--- config.mk ---
export PLATFORM = sky130hd
export DESIGN_NAME = icache_pfetch_ctrl
export DESIGN_NICKNAME = d
export VERILOG_FILES = /design/src/rtl/icache_pfetch_ctrl.sv
export SDC_FILE = /design/constraint.sdc
export NUM_CORES = 1
export LEC_CHECK = 0
export BUFFER_PORTS_ARGS = -buffer_cell sky130_fd_sc_hd__buf_2
export CAP_MARGIN = 5
export CORE_MARGIN = 5
export CORE_UTILIZATION = 30
export DETAILED_ROUTE_END_ITERATION = 8
export GPL_TIMING_DRIVEN = 0
export HOLD_SLACK_MARGIN = 0.15
export PLACE_DENSITY = 0.56
export SETUP_SLACK_MARGIN = 0.4
export SLEW_MARGIN = 20
export SYNTH_ARGS = -nofsm -noshare
export SYNTH_HDL_FRONTEND = slang
export SYNTH_SLANG_ARGS = --single-unit
--- constraint.sdc ---
create_clock -name clk -period 3.7 [get_ports clk]
set_input_delay 0.37 -clock clk [delete_from_list [all_inputs] [get_ports clk]]
set_output_delay 0.37 -clock clk [all_outputs]
set_load 0.02 [all_outputs]
--- src/rtl/icache_pfetch_ctrl.sv ---
// Four-entry Icache miss/prefetch tracker: round-robin issue to memory, tag-matched fill return.
// Issue is same-cycle combinational, fill is registered one cycle after the matching data tag.
module icache_pfetch_ctrl #(
  parameter int ADDR_W = 13,
  parameter int TAG_W  = 4,
  parameter int DATA_W = 64
) (
  input  logic              clk,
  input  logic              rst_n,
  input  logic              flush_i,
  input  logic              alloc_valid_i,
  input  logic [ADDR_W-1:0] alloc_addr_i,
  output logic              alloc_ready_o,
  output logic              alloc_dup_o,
  output logic              mem_req_valid_o,
  output logic [ADDR_W-1:0] mem_req_addr_o,
  input  logic [TAG_W-1:0]  mem_rsp_tag_i,
  input  logic [TAG_W-1:0]  mem_data_tag_i,
  input  logic [DATA_W-1:0] mem_data_i,
  output logic              fill_valid_o,
  output logic [ADDR_W-1:0] fill_addr_o,
  output logic [DATA_W-1:0] fill_data_o,
  output logic              busy_o
);

  typedef enum logic [1:0] {ST_INV, ST_PEND, ST_WAIT} st_e;

  st_e               st_q     [4];
  st_e               st_d     [4];
  logic [ADDR_W-1:0] addr_q   [4];
  logic [ADDR_W-1:0] addr_d   [4];
  logic [TAG_W-1:0]  tag_q    [4];
  logic [TAG_W-1:0]  tag_d    [4];
  logic [3:0]        squash_q, squash_d;
  logic [1:0]        rr_ptr_q, rr_ptr_d;
  logic              fill_valid_q, fill_valid_d;
  logic [ADDR_W-1:0] fill_addr_q, fill_addr_d;
  logic [DATA_W-1:0] fill_data_q, fill_data_d;

  logic [3:0] inv_vec, pend_vec;
  logic       dup;
  logic       gnt_vld, ret_hit, alloc_vld, alloc_fire, issue_fire;
  logic [1:0] gnt_idx, ret_idx, alloc_idx, scan_idx;

  always_comb begin
    inv_vec   = '0;
    pend_vec  = '0;
    dup       = 1'b0;
    ret_hit   = 1'b0;
    ret_idx   = 2'd0;
    alloc_vld = 1'b0;
    alloc_idx = 2'd0;
    for (int i = 0; i < 4; i++) begin
      inv_vec[i]  = (st_q[i] == ST_INV);
      pend_vec[i] = (st_q[i] == ST_PEND);
      if (st_q[i] != ST_INV && addr_q[i] == alloc_addr_i)
        dup = 1'b1;
      if (st_q[i] == ST_WAIT && mem_data_tag_i != '0 && tag_q[i] == mem_data_tag_i) begin
        ret_hit = 1'b1;
        ret_idx = 2'(i);
      end
    end
    for (int i = 3; i >= 0; i--) begin
      if (inv_vec[i]) begin
        alloc_vld = 1'b1;
        alloc_idx = 2'(i);
      end
    end

    // Rotating priority: first PEND entry found scanning upward from rr_ptr, wrapping.
    gnt_vld  = 1'b0;
    gnt_idx  = 2'd0;
    scan_idx = 2'd0;
    for (int i = 0; i < 4; i++) begin
      scan_idx = rr_ptr_q + 2'(i);
      if (!gnt_vld && pend_vec[scan_idx]) begin
        gnt_vld = 1'b1;
        gnt_idx = scan_idx;
      end
    end

    alloc_fire = alloc_valid_i & alloc_vld & ~dup & ~flush_i;
    issue_fire = gnt_vld & (mem_rsp_tag_i != '0);

    for (int i = 0; i < 4; i++) begin
      st_d[i]     = st_q[i];
      addr_d[i]   = addr_q[i];
      tag_d[i]    = tag_q[i];
      squash_d[i] = squash_q[i];
      if (flush_i) begin
        if (st_q[i] == ST_PEND) st_d[i] = ST_INV;
        if (st_q[i] == ST_WAIT) squash_d[i] = 1'b1;
      end
      if (issue_fire && gnt_idx == 2'(i)) begin
        st_d[i]     = ST_WAIT;
        tag_d[i]    = mem_rsp_tag_i;
        squash_d[i] = flush_i;
      end
      if (ret_hit && ret_idx == 2'(i)) begin
        st_d[i]     = ST_INV;
        squash_d[i] = 1'b0;
      end
      if (alloc_fire && alloc_idx == 2'(i)) begin
        st_d[i]     = ST_PEND;
        addr_d[i]   = alloc_addr_i;
        tag_d[i]    = '0;
        squash_d[i] = 1'b0;
      end
    end

    rr_ptr_d     = issue_fire ? gnt_idx + 2'd1 : rr_ptr_q;
    fill_valid_d = ret_hit & ~squash_q[ret_idx];
    fill_addr_d  = fill_valid_d ? addr_q[ret_idx] : fill_addr_q;
    fill_data_d  = fill_valid_d ? mem_data_i : fill_data_q;
  end

  always_ff @(posedge clk or negedge rst_n) begin
    if (!rst_n) begin
      for (int i = 0; i < 4; i++) begin
        st_q[i]   <= ST_INV;
        addr_q[i] <= '0;
        tag_q[i]  <= '0;
      end
      squash_q     <= '0;
      rr_ptr_q     <= 2'd0;
      fill_valid_q <= 1'b0;
      fill_addr_q  <= '0;
      fill_data_q  <= '0;
    end else begin
      for (int i = 0; i < 4; i++) begin
        st_q[i]   <= st_d[i];
        addr_q[i] <= addr_d[i];
        tag_q[i]  <= tag_d[i];
      end
      squash_q     <= squash_d;
      rr_ptr_q     <= rr_ptr_d;
      fill_valid_q <= fill_valid_d;
      fill_addr_q  <= fill_addr_d;
      fill_data_q  <= fill_data_d;
    end
  end

  // Ready is masked during reset so every combinational output reads 0 while rst_n is low.
  assign alloc_ready_o   = rst_n & alloc_vld;
  assign alloc_dup_o     = dup;
  assign mem_req_valid_o = gnt_vld;
  assign mem_req_addr_o  = gnt_vld ? addr_q[gnt_idx] : '0;
  assign busy_o          = ~&inv_vec;
  assign fill_valid_o    = fill_valid_q;
  assign fill_addr_o     = fill_addr_q;
  assign fill_data_o     = fill_data_q;

endmodule
==> impl_results.rst <==
.. list-table::
   :header-rows: 1

   * - Metric
     - Value
   * - Initial Util
     - between 30% and 40%
   * - Leading post-synthesis cells by instance count
     - sky130_fd_sc_hd__dfrtp_1 (160), sky130_fd_sc_hd__mux2_2 (111), sky130_fd_sc_hd__xor2_1 (62)
   * - Kind of critical path
     - flop to output pin
   * - Net count of the finished layout
     - between 900 and 1000
   * - Clock latency of the later-clocked register in the worst-skew pair
     - 430 ps
   * - CP startpoint kind
     - flop
   * - Area share of the largest cell type after synthesis
     - 49.29%
   * - Clock Path Buffers
     - 2
   * - Die H
     - 174.5 um
   * - Prevailing post-synth register cell
     - sky130_fd_sc_hd__dfrtp_1
   * - Num CTS Buffers
     - 17
   * - Total power
     - between 0.009 and 0.01 W
   * - Chip width
     - 174.5 um
   * - Clk pin slew, worst setup/hold paths
     - 70 ps
   * - Number of inserted filler cells in the final layout
     - 2668
   * - Number of max-cap violations
     - 0
   * - Port Buffers
     - 166
   * - Number of top-level pins
     - approximately 180
   * - Final setup violating endpoints
     - 0
   * - Diode count
     - 0
   * - Unrepaired setup endpoints after global routing
     - no
   * - Hold Vio Cnt, Final
     - 0
   * - Crit path required time
     - 3330 ps
   * - Antenna violations before repair
     - 0
   * - Area enclosed by the die boundary
     - around 30000 sq um
   * - Number of sinks handled by clock tree synthesis
     - 160
   * - DRT iter0 DRCs
     - 315
   * - First-pass DRT Iterations
     - 7
   * - Minimum clock period
     - 3107 ps
   * - Number of buffers inserted by post-CTS setup repair
     - 0
   * - Placeable Area
     - 26800 sq um
   * - Syn Std Cell Area
     - 8123 sq um
   * - Synthesis Warnings
     - 0
   * - Sequential area share after synthesis
     - 49.29%
   * - Remaining antenna violation count after routing
     - 0
   * - Slowest-stage cell, CP
     - sky130_fd_sc_hd__dfrtp_1
   * - Remaining Overflow, GRT
     - 0
   * - Lkg Pwr
     - 4.527 nW
   * - Worst rel slew slack
     - 41.44%
   * - Number of global-route vias before repair
     - between 6000 and 7000
   * - Via count
     - 6106
   * - GRT Util Overall
     - 16.41%
   * - Largest vdd supply drop
     - 341.3 uV
   * - Area growth from synthesis to layout
     - 24.40%
   * - Clock tree from TritonCTS
     - done
   * - Result of the run
     - completed
   * - Biggest area contributors in the synthesized netlist
     - sky130_fd_sc_hd__dfrtp_1 (49%), sky130_fd_sc_hd__mux2_2 (15%), sky130_fd_sc_hd__xor2_1 (6.7%)
   * - Element type at the critical path end
     - output pin
   * - DRC violations left
     - 0
   * - Actual slew at the worst max-slew pin
     - 878.4 ps
   * - DRT Wirelength
     - between 20000 and 25000 um
   * - Synth async-reset ratio
     - 100.0%
   * - Count of flip-flops with a built-in enable after synthesis
     - 0
   * - Number of distinct library cells after synthesis
     - 49
   * - Root buffer selected by CTS
     - sky130_fd_sc_hd__clkbuf_16
   * - Net count of the mapped netlist
     - roughly 770
   * - Fraction of layout cells with a size suffix above 1
     - 39.75%
   * - Critical-path maximum fanout
     - 10
   * - Cell repeated most along the worst path
     - sky130_fd_sc_hd__o21a_1
   * - Number of placement rows
     - 60
   * - Register bit count reported by yosys
     - 160
   * - Drt via density
     - 5.009
   * - PwrDens
     - 951.5 nW/um^2
   * - Largest net degree at the start of global routing
     - 84
   * - Routability congestion estimate
     - 0.8589
   * - Cells along the critical path
     - and3b_1 > o21a_1 > o21a_1 > a21oi_1 > clkbuf_4 > buf_4 > mux2i_1 > o22ai_1 > buf_2
   * - Upper clock frequency limit
     - 321.8 MHz
   * - Top-count cell post-synth
     - sky130_fd_sc_hd__dfrtp_1
   * - Setup Total Neg Slack
     - 0 ps
   * - Maximum cell stage delay along the critical path
     - 430 ps
   * - Final worst-path cycle share
     - 83.99%
   * - Number of cells produced by synthesis
     - around 670
   * - Post-synthesis cell type with the largest combined area
     - sky130_fd_sc_hd__dfrtp_1
   * - Wire length of the first global-routing pass
     - 38780 um
   * - Routed wire per std cell
     - ~20 um
   * - Arrival time worst endpoint
     - about 2700 ps
   * - Total count of max-transition violations in the final report
     - 0
   * - Level count of the clock H-tree
     - 4
   * - Hpwl dp
     - 17970 um
   * - Hold Path Class
     - input pin to flop
   * - Avg Cell Area, Syn
     - about 12 sq um
   * - Worst Skew
     - roughly 11 ps
[area by class of cell]
cell class / count / area [sq um] / area share, %
clock buffers: 20 / 466.7 / 4.619
repair buffers: 172 / 918.4 / 9.089
well taps: 341 / 426.7 / 4.222
flip-flops and latches: 160 / 4004 / 39.62
plain buffers: 46 / 242.7 / 2.402
inverters: 9 / 33.78 / 0.3343
clock inverters: 12 / 145.1 / 1.436
multi-input cells: 459 / 3867 / 38.27
[routing by layer]
metal  part of all wire (%)  GRT usage, %  vias to the layer above  wire, um
li1                       -             -                     2843         -
met4                   0.92         3.470                        0       229
met1                     45         21.96                     3116     11210
met3                    3.5         3.262                       16       871
met5                      0             0                        -         0
met2                     50         27.71                      131     12470
[per-stage QoR]
stage               cells  worst slack (ps)  hold slack (ps)  utilization (%)  area (sq um)
floorplan             674             996.7            74.41                -          8123
global placement     1181            -462.9            465.9            35.00          9380
detailed placement   1182             289.0            424.9            35.14          9418
CTS                  1216             406.4            150.0            37.54         10060
global route         1219             439.0            151.1            37.70         10100
finish               1219             592.5            168.3            37.70         10100
[final timing paths]
| check | slack, ps | to | cells past startpoint | start |
|---|---|---|---|---|
| max | 590 | mem_req_addr_o[1] | 9 | st_q[7]$_DFFE_PN0P_ |
| min | 170 | fill_data_o[36]$_DFFE_PN0P_ | 2 | mem_data_i[36] |
| max reg2reg | 700 | fill_addr_o[10]$_DFFE_PN0P_ | 8 | st_q[0]$_DFFE_PN0P_ |
| min reg2reg | 480 | fill_addr_o[4]$_DFFE_PN0P_ | 1 | fill_addr_o[4]$_DFFE_PN0P_ |
| max in group asynchronous | 2270 | st_q[2]$_DFFE_PN0P_ | 3 | rst_n |
| min in group asynchronous | 540 | fill_data_o[40]$_DFFE_PN0P_ | 2 | rst_n |
[flip-flops by register name (all words and copies together), names as in the netlist]
name	count
addr_q	52
fill_addr_o	13
fill_data_o	64
fill_valid_o	1
rr_ptr_q	2
squash_q	4
st_q	8
tag_q	16
[worst max-delay path: cells and delay by family, from the launching register on]
family          cells  cell delay, ps
buf+inv             3             850
compound gates      4             710
flops               1             430
simple gates        1             210
mux                 1             110
[cells in the final DEF (no fill, tap or decap), types with 4 or more instances in the layout]
cell type	synthesis	final
sky130_fd_sc_hd__nand2b_1	10	10
sky130_fd_sc_hd__nor2_1	16	15
sky130_fd_sc_hd__mux2_1	9	9
sky130_fd_sc_hd__a211oi_1	5	5
sky130_fd_sc_hd__xor2_1	62	62
sky130_fd_sc_hd__inv_1	9	9
sky130_fd_sc_hd__buf_4	5	7
sky130_fd_sc_hd__mux2_4	10	10
sky130_fd_sc_hd__a221o_1	14	14
sky130_fd_sc_hd__a22o_1	14	14
sky130_fd_sc_hd__buf_2	5	168
sky130_fd_sc_hd__nand3_1	13	13
sky130_fd_sc_hd__mux2i_1	26	26
sky130_fd_sc_hd__or3_1	16	16
sky130_fd_sc_hd__a21boi_0	4	4
sky130_fd_sc_hd__inv_6	0	5
sky130_fd_sc_hd__a21oi_1	16	16
sky130_fd_sc_hd__o22ai_1	13	13
sky130_fd_sc_hd__clkbuf_1	30	28
sky130_fd_sc_hd__nand4_1	13	13
sky130_fd_sc_hd__dfrtp_1	160	160
sky130_fd_sc_hd__o21ai_0	7	7
sky130_fd_sc_hd__ha_1	4	4
sky130_fd_sc_hd__nand2_1	31	31
sky130_fd_sc_hd__xnor2_1	4	4
sky130_fd_sc_hd__mux2_2	111	111
sky130_fd_sc_hd__dlygate4sd3_1	0	5
sky130_fd_sc_hd__nor4_1	30	30
sky130_fd_sc_hd__clkbuf_16	0	17
[report_power, final]
group	internal, W	switching (W)	leakage [nW]	total (W)
clock	0.00107	0.000783	0.300	0.00185
combinational	0.00190	0.00262	2.26	0.00452
sequential	0.00260	0.000652	1.96	0.00325
total	0.00556	0.00406	4.53	0.00961
[cell families after synthesis]
group           after synthesis  share of synthesized area (%)
mux                         156                          21.69
xor+xnor                     66                          7.116
simple gates                142                          9.381
flops                       160                          49.29
compound gates               91                          8.641
fa+ha+maj                     4                         0.6162
buf+inv                      55                          3.266
[what timing repair did]
action / 4_1_cts / 5_1_grt
endpoints found under the setup margin: 25 / 31
cloned: 0 / 0
hold buffers: 2 / 3
hold endpoints to repair: 83 / 3
gates resized for setup: 7 / 8
Note: power is estimated with default switching activity, not from simulation.
